==> config.mk <==
export PLATFORM = sky130hd
export DESIGN_NAME = game_mode_ctrl
export DESIGN_NICKNAME = d
export VERILOG_FILES = /design/src/rtl/game_mode_ctrl.sv
export SDC_FILE = /design/constraint.sdc
export NUM_CORES = 1
export LEC_CHECK = 0
export CORE_ASPECT_RATIO = 1.75
export CORE_MARGIN = 2
export CORE_UTILIZATION = 44
export CTS_CLUSTER_SIZE = 30
export DETAILED_ROUTE_END_ITERATION = 7
export PLACE_DENSITY = 0.75
export SYNTH_ARGS = -nofsm -noshare
export SYNTH_HDL_FRONTEND = slang
export SYNTH_SLANG_ARGS = --single-unit
==> constraint.sdc <==
create_clock -name clk -period 2.2 [get_ports clk]
set_input_delay 0.44 -clock clk [delete_from_list [all_inputs] [get_ports clk]]
set_output_delay 0.44 -clock clk [all_outputs]
set_load 0.01 [all_outputs]
==> src/rtl/game_mode_ctrl.sv <==
`default_nettype none
// ============================================================================
//  Module   : game_mode_ctrl
//  Purpose  : Game-mode sequencer. Handles manual play with lives and an
//             invulnerability window, Q-learning auto-play with frame-timed
//             auto-restart, pause/resume, death, and single-cycle Q-update
//             events for the Bot.
//  Options  : GAME_STATS_EN adds survive_frames / best_frames statistics.
//  Revision : 1.0 - initial release
// ============================================================================
module game_mode_ctrl #(
   parameter int POS_W          = 10,
   parameter int TRIGGER_POS    = 624,
   parameter int LIVES          = 3,
   parameter int LIFE_W         = 2,
   parameter int INVULN_FRAMES  = 60,
   parameter int RESTART_FRAMES = 30,
   parameter int EPISODE_W      = 16
) (
   input  logic                 clk,
   input  logic                 rst,
   input  logic                 frame_tick,
   input  logic                 jump_req,
   input  logic                 auto_req,
   input  logic                 pause_req,
   input  logic                 collide,
   input  logic                 jumping,
   input  logic [POS_W-1:0]     obstacle_pos,
   output logic [2:0]           state,
   output logic                 game_run,
   output logic [1:0]           q_event,
   output logic                 q_event_valid,
   output logic [LIFE_W-1:0]    lives_left,
   output logic                 invuln,
   output logic [EPISODE_W-1:0] episode_cnt
`ifdef GAME_STATS_EN
   ,
   output logic [15:0]          survive_frames,
   output logic [15:0]          best_frames
`endif
);

   typedef enum logic [2:0] {
      S_IDLE  = 3'd0,
      S_PLAY  = 3'd1,
      S_AUTO  = 3'd2,
      S_DEAD  = 3'd3,
      S_PAUSE = 3'd4
   } state_t;

   // One counter serves both the invulnerability window and the restart delay;
   // the two never run at the same time.
   localparam int CNT_MAX = (INVULN_FRAMES > RESTART_FRAMES) ? INVULN_FRAMES : RESTART_FRAMES;
   localparam int CNT_W   = $clog2(CNT_MAX + 1);

   localparam logic [CNT_W-1:0]     C_CNT_ONE  = CNT_W'(1);
   localparam logic [CNT_W-1:0]     C_INV_LAST = CNT_W'(INVULN_FRAMES - 1);
   localparam logic [CNT_W-1:0]     C_RST_LAST = CNT_W'(RESTART_FRAMES - 1);
   localparam logic [LIFE_W-1:0]    C_LIVES    = LIFE_W'(LIVES);
   localparam logic [LIFE_W-1:0]    C_LIFE_ONE = LIFE_W'(1);
   localparam logic [POS_W-1:0]     C_TRIG     = POS_W'(TRIGGER_POS);
   localparam logic [EPISODE_W-1:0] C_EP_ONE   = EPISODE_W'(1);

   state_t                state_q, state_d;
   state_t                ret_q, ret_d;
   logic                  auto_restart_q, auto_restart_d;
   logic [CNT_W-1:0]      cnt_q, cnt_d;
   logic [LIFE_W-1:0]     lives_q, lives_d;
   logic                  invuln_q, invuln_d;
   logic [EPISODE_W-1:0]  episode_q, episode_d;
   logic [1:0]            q_event_q, q_event_d;
   logic                  q_valid_q, q_valid_d;
   logic                  game_run_q, game_run_d;
   logic [POS_W-1:0]      prev_pos_q;
   logic                  pass_hit;

   // Obstacle has just arrived at the trigger position
   assign pass_hit = (obstacle_pos == C_TRIG) && (prev_pos_q != obstacle_pos);

   // Next-state, counter, lives and Q-event computation
   always_comb begin
      state_d        = state_q;
      ret_d          = ret_q;
      auto_restart_d = auto_restart_q;
      cnt_d          = cnt_q;
      lives_d        = lives_q;
      invuln_d       = invuln_q;
      episode_d      = episode_q;
      q_event_d      = q_event_q;
      q_valid_d      = 1'b0;

      case (state_q)
         S_IDLE: begin
            if (auto_restart_q) begin
               if (auto_req) begin
                  state_d        = S_DEAD;
                  auto_restart_d = 1'b0;
                  cnt_d          = '0;
               end else if (frame_tick) begin
                  if (cnt_q == C_RST_LAST) begin
                     state_d        = S_AUTO;
                     auto_restart_d = 1'b0;
                     cnt_d          = '0;
                  end else begin
                     cnt_d = cnt_q + C_CNT_ONE;
                  end
               end
            end else if (jump_req) begin
               state_d = S_PLAY;
               lives_d = C_LIVES;
            end else if (auto_req) begin
               state_d = S_AUTO;
            end
         end

         S_PLAY: begin
            if (collide && !invuln_q) begin
               if (lives_q > C_LIFE_ONE) begin
                  lives_d  = lives_q - C_LIFE_ONE;
                  invuln_d = 1'b1;
                  cnt_d    = '0;
               end else begin
                  lives_d = '0;
                  state_d = S_DEAD;
               end
            end else begin
               // A collision swallowed by invulnerability does not block pause
               if (invuln_q && frame_tick) begin
                  if (cnt_q == C_INV_LAST) begin
                     invuln_d = 1'b0;
                     cnt_d    = '0;
                  end else begin
                     cnt_d = cnt_q + C_CNT_ONE;
                  end
               end
               if (pause_req) begin
                  ret_d   = S_PLAY;
                  state_d = S_PAUSE;
               end
            end
         end

         S_AUTO: begin
            if (collide) begin
               state_d        = S_IDLE;
               auto_restart_d = 1'b1;
               cnt_d          = '0;
               episode_d      = episode_q + C_EP_ONE;
               q_event_d      = jumping ? 2'b11 : 2'b10;
               q_valid_d      = 1'b1;
            end else begin
               if (pass_hit) begin
                  q_event_d = 2'b01;
                  q_valid_d = 1'b1;
               end
               if (auto_req) begin
                  state_d = S_DEAD;
               end else if (pause_req) begin
                  ret_d   = S_AUTO;
                  state_d = S_PAUSE;
               end
            end
         end

         S_PAUSE: begin
            if (pause_req) begin
               state_d = ret_q;
            end
         end

         S_DEAD: begin
            if (jump_req) begin
               state_d        = S_IDLE;
               auto_restart_d = 1'b0;
            end
         end

         default: begin
            state_d = S_IDLE;
         end
      endcase

      game_run_d = (state_d == S_PLAY) || (state_d == S_AUTO);
   end

   // Mode registers with synchronous reset
   always_ff @(posedge clk) begin
      if (rst) begin
         state_q        <= S_IDLE;
         ret_q          <= S_IDLE;
         auto_restart_q <= 1'b0;
         cnt_q          <= '0;
         lives_q        <= C_LIVES;
         invuln_q       <= 1'b0;
         episode_q      <= '0;
         q_event_q      <= 2'b00;
         q_valid_q      <= 1'b0;
         game_run_q     <= 1'b0;
      end else begin
         state_q        <= state_d;
         ret_q          <= ret_d;
         auto_restart_q <= auto_restart_d;
         cnt_q          <= cnt_d;
         lives_q        <= lives_d;
         invuln_q       <= invuln_d;
         episode_q      <= episode_d;
         q_event_q      <= q_event_d;
         q_valid_q      <= q_valid_d;
         game_run_q     <= game_run_d;
      end
   end

   // Previous obstacle position for edge detection at the trigger point
   always_ff @(posedge clk) begin
      prev_pos_q <= obstacle_pos;
   end

   assign state         = state_q;
   assign game_run      = game_run_q;
   assign q_event       = q_event_q;
   assign q_event_valid = q_valid_q;
   assign lives_left    = lives_q;
   assign invuln        = invuln_q;
   assign episode_cnt   = episode_q;

`ifdef GAME_STATS_EN
   logic [15:0] survive_q, survive_d;
   logic [15:0] best_q, best_d;

   // Survival frame counter and best-run tracker
   always_comb begin
      survive_d = survive_q;
      best_d    = best_q;
      if ((state_q == S_IDLE) && ((state_d == S_PLAY) || (state_d == S_AUTO))) begin
         survive_d = '0;
      end else if (game_run_q && frame_tick && (survive_q != 16'hFFFF)) begin
         survive_d = survive_q + 16'd1;
      end
      if (((state_d == S_DEAD) && (state_q != S_DEAD)) || ((state_q == S_AUTO) && collide)) begin
         if (survive_q > best_q) begin
            best_d = survive_q;
         end
      end
   end

   // Statistics registers
   always_ff @(posedge clk) begin
      if (rst) begin
         survive_q <= '0;
         best_q    <= '0;
      end else begin
         survive_q <= survive_d;
         best_q    <= best_d;
      end
   end

   assign survive_frames = survive_q;
   assign best_frames    = best_q;
`endif

endmodule
`default_nettype wire

== Word level (Yosys, flattened, before mapping) ==
Cells that the tools add are included.
Widths: inputs -> output; s select.
Word-level totals
  register bits after elaboration: 46
Cells by class
  add/sub/neg operators: 3
  order comparisons: 1
  eq/ne operators: 25
  muxes and demuxes: 51
  bitwise logic cells: 1
  reductions and logical operators: 21
Operators by type and width (count)
  $mux 3: 18
  $mux 6: 9
  $ne 2x2->1 const B: 11
  $pmux 6 s3: 1
  $add 16x1->16 const B: 1
  $pmux 3 s5: 1
  $mux 1: 13
  $mux 2: 6
  $reduce_and 6->1: 2
  $eq 10x10->1 const B: 1
  $ne 10x10->1: 1
  $reduce_bool 2->1: 5
  $eq 3x2->1 const B: 3
  $ne 3x3->1 const B: 3
  $reduce_and 4->1: 2
  $add 6x1->6 const B: 1
  $eq 3x1->1 const B: 2
  $eq 6x5->1 const B: 1
  $eq 6x6->1 const B: 1
  $pmux 3 s2: 1
  $reduce_bool 3->1: 2
  $pmux 2 s2: 1
  $reduce_and 2->1: 2
  $eq 3x3->1 const B: 1
  11 further kinds: 13

== Logic depth before layout (Yosys ltp) ==
Gate-level depths: netlist of the first run.
  depth in word-level cells: 8
  mapped depth: 7
  gate-level depth less buffers: 7

== Worst setup path before layout of the first run ==
OpenSTA, ideal clock, no wires.
  path kind: input to register
  from: input collide
  to: register cnt_q[4]
  library setup time: 0.117 ns
  arrival time: 1.675 ns
  slack: 0.409 ns
  cell stages on the path: 6
  path buffers: 1
  cell sequence: buf_4 > mux2_4 > a22oi_2 > nand2_2 > o31a_1 > o22a_1
Between the ends
  cells in the longest elaborated chain, start to end: 3
  elaborated cells on any way between the ends: 7
Ends and longest elaborated chain
  from (decl): RTL line 26  | input logic collide,
  $logic_and 1x1->1: RTL line 117  | if (collide && !invuln_q) begin
  $ne 3x3->1 (no line) or $mux 6 (tied branches)
  $reduce_and 6->1 (no line) or $pmux 6 s3 (tied branches)
  to (signal assigned): RTL line 203  | cnt_q <= cnt_d;
  to (decl): RTL line 67  | logic [CNT_W-1:0] cnt_q, cnt_d;
Parallel ways exist; a longest one is shown, timed or not.
A chain may end at the register's enable or synchronous reset.

== Final worst setup path of the first run ==
  from: register state_q[0] (netlist: state[0])
  to: output state[0]
RTL lines
  from (decl): RTL line 64  | state_t state_q, state_d;
  from (signal assigned): RTL line 200  | state_q <= state_d;
  to (decl): RTL line 29  | output logic [2:0] state,
No word-level cell between the ends.

==> flow_summary_export.csv, run 1 <==
group,metric,value,unit
clock_network,clkTransAtPathRegs,0.08,ns
clock_network,htreeDepth,2,
hold_path,min_path_type,"reg -> reg",
clock_network,cts_buffer_depth,2,
final_layout,num-fill-cells,457,
global_routing,track_usage,18.8,%
flow_run,maxCapViolations,0,
final_layout,layout-area-overhead-vs-synth,28.1,%
routing,num_vias,1957,
sta,max_freq,489,MHz
final_layout,final_area,2890,um2
worst_setup_path,critPathMaxFanout,11,
clock_network,cts_root_buffer,"clkbuf_8",
synthesis,synth_cell_types,63,
clock_network,cts_hold_buf,0,
synthesis,synth_cells,248,
synthesis,seq_area_frac_synth,40.0,%
final_layout,post-route-util,58.5,%
floorplanning,core-area,4930,um2
routing,vias_per_cell,5.48,
pwr,peakVddDrop,0.436,mV
synthesis,synthArstFlopShare,0,%
routing,drc,0,
synthesis,ys.flop_type,"dfxtp_1",
floorplanning,fp.dieH,98.7,um
final_layout,register_area,902,um2
pwr,power_density,620,nW/um2
worst_setup_path,end_kind,"primary output",
worst_setup_path,crit_type,"reg -> out",
pwr,total_leakage_power,1.05,nW
clock_network,cts_tree,"built",
sta,hold_viol,0,
synthesis,synth.area.top_cells,"dfxtp_1 40%, nor2_1 4.8%, xor2_1 4.7%",
sta,rsz0062_at_grt,"no",
final_layout,multi_input_area,1270,um2
synthesis,synth_top_area_share,40.0,%
sta,worstMarginPinSlew,0.475,ns
clock_network,clock_latency,0.30,ns
sta,slew_viol_final,0,
placement,gp_congestion,0.828,
sta,setup_tns,0,ns
floorplanning,die_w,58.1,um
placement,io_buffers,43,
status,status,"finished clean",
synthesis,synth.avg_cell_area,9.09,um2
global_routing,antenna_found_initial,0,
worst_setup_path,worstPathArrival,1.60,ns
global_routing,grt_pass1_wl,8.49,mm
clock_network,numCtsBuffers,5,
global_routing,grt_max_degree,17,
sta,timing.final.crit_share,92.9,%
sta,relSlewSlack,68.3,%
floorplanning,start_util,45.7,%
final_layout,layout-drive-gt1-share,13.9,%
placement,place_hpwl,3.80,mm
routing,drt_iter0_drc,51,
final_layout,fin_nets,323,
synthesis,yosysTopAreaCell,"dfxtp_1",
global_routing,grt-ovfl-total,0,
synthesis,synth_edf_count,0,
routing,drtPass1Iterations,4,
sta,fin_worst_skew,0.00533,ns
synthesis,synth-warning-count,0,
global_routing,grt_pass1_vias,1914,
floorplanning,die_area,5740,um2
placement,dp_cells,349,
placement,dpl_cell_area,2800,um2
floorplanning,io-pin-count,44,
final_layout,final_cells,357,
synthesis,synth_area,2250,um2
floorplanning,placementRows,34,
sta,setup_viol,0,
synthesis,synth_seq_cells,45,
pwr,power.total,1.79,mW
sta,fin_crit,2.04,ns
worst_setup_path,worstSetupStartpointType,"register",
synthesis,synth_fp_nets,269,
final_layout,antenna_cells,0,
worst_setup_path,cp.required,1.76,ns
clock_network,cts_sinks,45,
routing,post_drt_wl_per_cell,13.8,um
routing,drtAntennaViolNets,0,
routing,wirelength,4.94,mm
-- area by class of cell --
| type | count | area share, % |
|---|---|---|
| inverter | 9 | 1.17 |
| sequential | 45 | 31.2 |
| multi-input combinational | 186 | 44.1 |
| timing repair buffer | 55 | 18.0 |
| clock inverter | 3 | 0.737 |
| tap | 54 | 2.34 |
| clock buffer | 5 | 2.38 |
-- report_power, final --
| group | total, mW | switching, mW | internal, mW |
|---|---|---|---|
| combinational | 0.379 | 0.187 | 0.192 |
| sequential | 0.889 | 0.0397 | 0.849 |
| clock | 0.524 | 0.298 | 0.226 |
| total | 1.79 | 0.525 | 1.27 |
-- timing repair --
| action | in CTS | in global routing |
|---|---|---|
| resized for setup | 0 | 1 |
| setup buffers | 0 | 0 |
| setup endpoints to repair | 0 | 1 |
-- registers in the layout, summed over array words and instances, names as in the netlist --
register	count
lives_left	2
invuln	1
auto_restart_q	1
prev_pos_q	10
episode_cnt	16
ret_q	2
game_run	1
cnt_q	6
q_event_valid	1
state	3
q_event	2
-- critical path, stage by stage, from the launching register on --
cell             delay [ns]
dfxtp_1                0.48
buf_4                  0.26
clkdlybuf4s50_1        0.56
-- worst paths after layout --
| path | slack (ns) | start | endpoint | cells past startpoint |
|---|---|---|---|---|
| setup reg to reg | 0.22 | cnt_q[0] | cnt_q[3] | 6 |
| hold reg to reg | 0.48 | ret_q[1] | ret_q[1] | 2 |
| setup / recovery | 0.16 | state[0] | state[0] | 2 |
| hold / removal | 0.48 | ret_q[1] | ret_q[1] | 2 |
-- cell usage in the layout, fill, tap and decap left out, drive strengths merged, types with 3 or more instances in the layout --
cell / instances
dfxtp: 45
clkdlybuf4s50: 43
nor2: 31
nand2: 17
a21oi: 15
xor2: 12
buf: 12
o21ai: 11
xnor2: 10
inv: 10
nand2b: 7
nand3: 7
nor3: 5
clkbuf: 5
nand4: 5
or3: 5
nor3b: 5
and3: 4
nor2b: 4
a21o: 3
o21bai: 3
ha: 3
nor4: 3
-- Yosys cell counts, types with 2 or more instances --
library cell  instances
a21o_1                3
a21oi_1              15
a31o_2                2
and3_1                4
buf_4                 2
clkbuf_1              4
dfxtp_1              45
ha_1                  3
inv_1                 9
mux2i_1               2
nand2_1              15
nand2_2               2
nand2b_1              7
nand3_1               6
nand3b_1              2
nand4_1               4
nor2_1               29
nor2_2                2
nor2b_1               4
nor3_1                5
nor3b_1               3
nor4_1                2
nor4bb_1              2
o211ai_1              2
o21ai_0              10
o21bai_1              3
or2_2                 2
or3_1                 4
xnor2_1              10
xor2_1               12
-- logic make-up (layout without fill, tap and decap cells) --
logic type | Yosys count | after routing | share of synthesized area [%]
mux | 4 | 4 | 2.05
fa+ha+maj | 3 | 3 | 1.66
compound gates | 54 | 54 | 17.6
flops | 45 | 45 | 40.0
buf+inv | 17 | 72 | 3.55
xor+xnor | 22 | 22 | 8.55
simple gates | 103 | 103 | 26.6
-- stage by stage --
| step | setup WS, ns | hold slack, ns |
|---|---|---|
| global placement | -0.0368 | 0.464 |
| floorplan | 0.409 | 0.449 |
| CTS | 0.0349 | 0.478 |
| finish | 0.156 | 0.478 |
| global route | 0.111 | 0.520 |
| detailed placement | -0.0731 | 0.466 |
-- metal layers --
metal / track usage [%] / vias up / wire, um
met4: 12.0 / 0 / 219
li1: - / 987 / -
met1: 19.5 / 912 / 1950
met3: 2.76 / 15 / 146
met5: 0 / - / 0
met2: 33.7 / 43 / 2620
Note: power is estimated with default switching activity, not from simulation.
==> inputs of run 2 (changes only) <==
--- a/config.mk
+++ b/config.mk
@@ -11,6 +11,7 @@
 export CTS_CLUSTER_SIZE = 30
 export DETAILED_ROUTE_END_ITERATION = 7
 export PLACE_DENSITY = 0.75
+export RECOVER_POWER = 100
 export SYNTH_ARGS = -nofsm -noshare
 export SYNTH_HDL_FRONTEND = slang
 export SYNTH_SLANG_ARGS = --single-unit
==> flow_summary_export.csv, run 2 (synthesis gave the netlist of run 1 again) <==
group,metric,value,unit
pwr,power_density,624,nW/um2
global_routing,track_usage,18.8,%
worst_setup_path,reg2reg_depth,6,
placement,dpl_cell_area,2800,um2
floorplanning,start_util,45.7,%
routing,post_drt_wl_per_cell,13.9,um
sta,setup_viol,0,
flow_run,maxCapViolations,0,
floorplanning,fp.dieH,98.7,um
clock_network,numCtsBuffers,5,
clock_network,htreeDepth,2,
clock_network,cts_hold_buf,0,
final_layout,layout-drive-gt1-share,11.2,%
hold_path,worst_hold_path.endpoint,"ret_q[1]",
routing,drt_iter0_drc,36,
clock_network,cts_setup_buffers,0,
placement,dp_cells,349,
final_layout,final_cell_mix,"44 x dfxtp_1, 34 x dlygate4sd3_1, 29 x nor2_1",
worst_setup_path,critPathMaxFanout,11,
sta,setup_tns,0,ns
worst_setup_path,regToRegStartpoint,"cnt_q[0]",
worst_setup_path,r2r_end,"cnt_q[3]",
worst_setup_path,worstPathArrival,1.59,ns
floorplanning,placementRows,34,
sta,max_freq,492,MHz
final_layout,fin_nets,323,
final_layout,layout-area-overhead-vs-synth,26.3,%
routing,drc,0,
floorplanning,die_w,58.1,um
sta,whs,0.479,ns
pwr,total_leakage_power,1.11,nW
global_routing,grt-ovfl-total,0,
sta,relSlewSlack,68.6,%
pwr,power.total,1.78,mW
hold_path,worstHoldStart,"ret_q[1]",
hold_path,min_path_type,"reg -> reg",
final_layout,num-fill-cells,470,
sta,fin_ws,0.169,ns
clock_network,cts_buffer_depth,2,
routing,drtAntennaViolNets,0,
clock_network,clock_latency,0.30,ns
final_layout,layout_commonest_cell,"dfxtp_1",
placement,io_buffers,43,
status,status,"finished clean",
hold_path,holdPathStages,2,
global_routing,grt_max_degree,17,
floorplanning,io-pin-count,44,
placement,gp_congestion,0.828,
worst_setup_path,cp.required,1.76,ns
final_layout,antenna_cells,0,
routing,num_vias,1961,
global_routing,grt_pass1_wl,8.49,mm
worst_setup_path,worstSetupStartpointType,"register",
sta,timing.final.crit_share,92.3,%
clock_network,cts_sinks,45,
sta,fin_crit,2.03,ns
floorplanning,die_area,5740,um2
final_layout,final_area,2850,um2
routing,vias_per_cell,5.49,
clock_network,cts_tree,"built",
final_layout,final_cells,357,
sta,rsz0062_at_grt,"no",
worst_setup_path,reg2reg_slack,0.22,ns
sta,slew_viol_final,0,
placement,place_ws,-0.0731,ns
pwr,peakVddDrop,0.438,mV
sta,worstMarginPinSlew,0.470,ns
clock_network,clkTransAtPathRegs,0.08,ns
final_layout,largest_reg_flops,16,
clock_network,cts_root_buffer,"clkbuf_8",
worst_setup_path,crit_type,"reg -> out",
placement,place_hpwl,3.80,mm
floorplanning,core-area,4930,um2
worst_setup_path,end_kind,"primary output",
routing,drtPass1Iterations,4,
global_routing,grt_pass1_vias,1914,
routing,wirelength,4.95,mm
sta,hold_viol,0,
global_routing,antenna_found_initial,0,
sta,fin_worst_skew,0.00720,ns
final_layout,post-route-util,57.7,%
## run 2: worst max path at each step
stage                        start              end  slack, ns
after global placement     collide         cnt_q[4]      -0.04
after CTS                 state[1]         state[1]       0.03
final                     state[0]         state[0]       0.17
after global routing       collide  episode_cnt[15]       0.09
after floorplan            collide         cnt_q[4]       0.41
after detailed placement   collide         cnt_q[4]      -0.07
## run 2: repair_timing
item,in CTS,in global routing
setup endpoints to repair,0,1
resized for setup,0,1
hold endpoints to repair,0,0
## run 2: report_power, final
group          switching (mW)  internal, mW
clock network           0.306         0.226
logic                   0.184         0.174
registers              0.0389         0.849
## run 2: final cells by class
cell class                 count  area, um2  area share [%]
timing repair buffer          55        505            17.8
clock buffer                   5       68.8            2.42
multi-input combinational    186       1250            43.8
inverter                       9       33.8            1.19
sequential                    45        902            31.7
clock inverter                 3       21.3           0.747
tap                           54       67.6            2.37
## run 2: worst max-delay path: stages (launching register included)
cell and delay [ns]:
dfxtp_1 0.48, buf_4 0.25, clkdlybuf4s50_1 0.56
## run 2: layer usage
| metal | vias up | wire length (um) | global-route usage (%) |
|---|---|---|---|
| met5 | - | 0 | 0 |
| met4 | 0 | 235 | 12.0 |
| met3 | 17 | 174 | 2.76 |
| met2 | 50 | 2590 | 33.7 |
| met1 | 907 | 1950 | 19.5 |
| li1 | 987 | - | - |
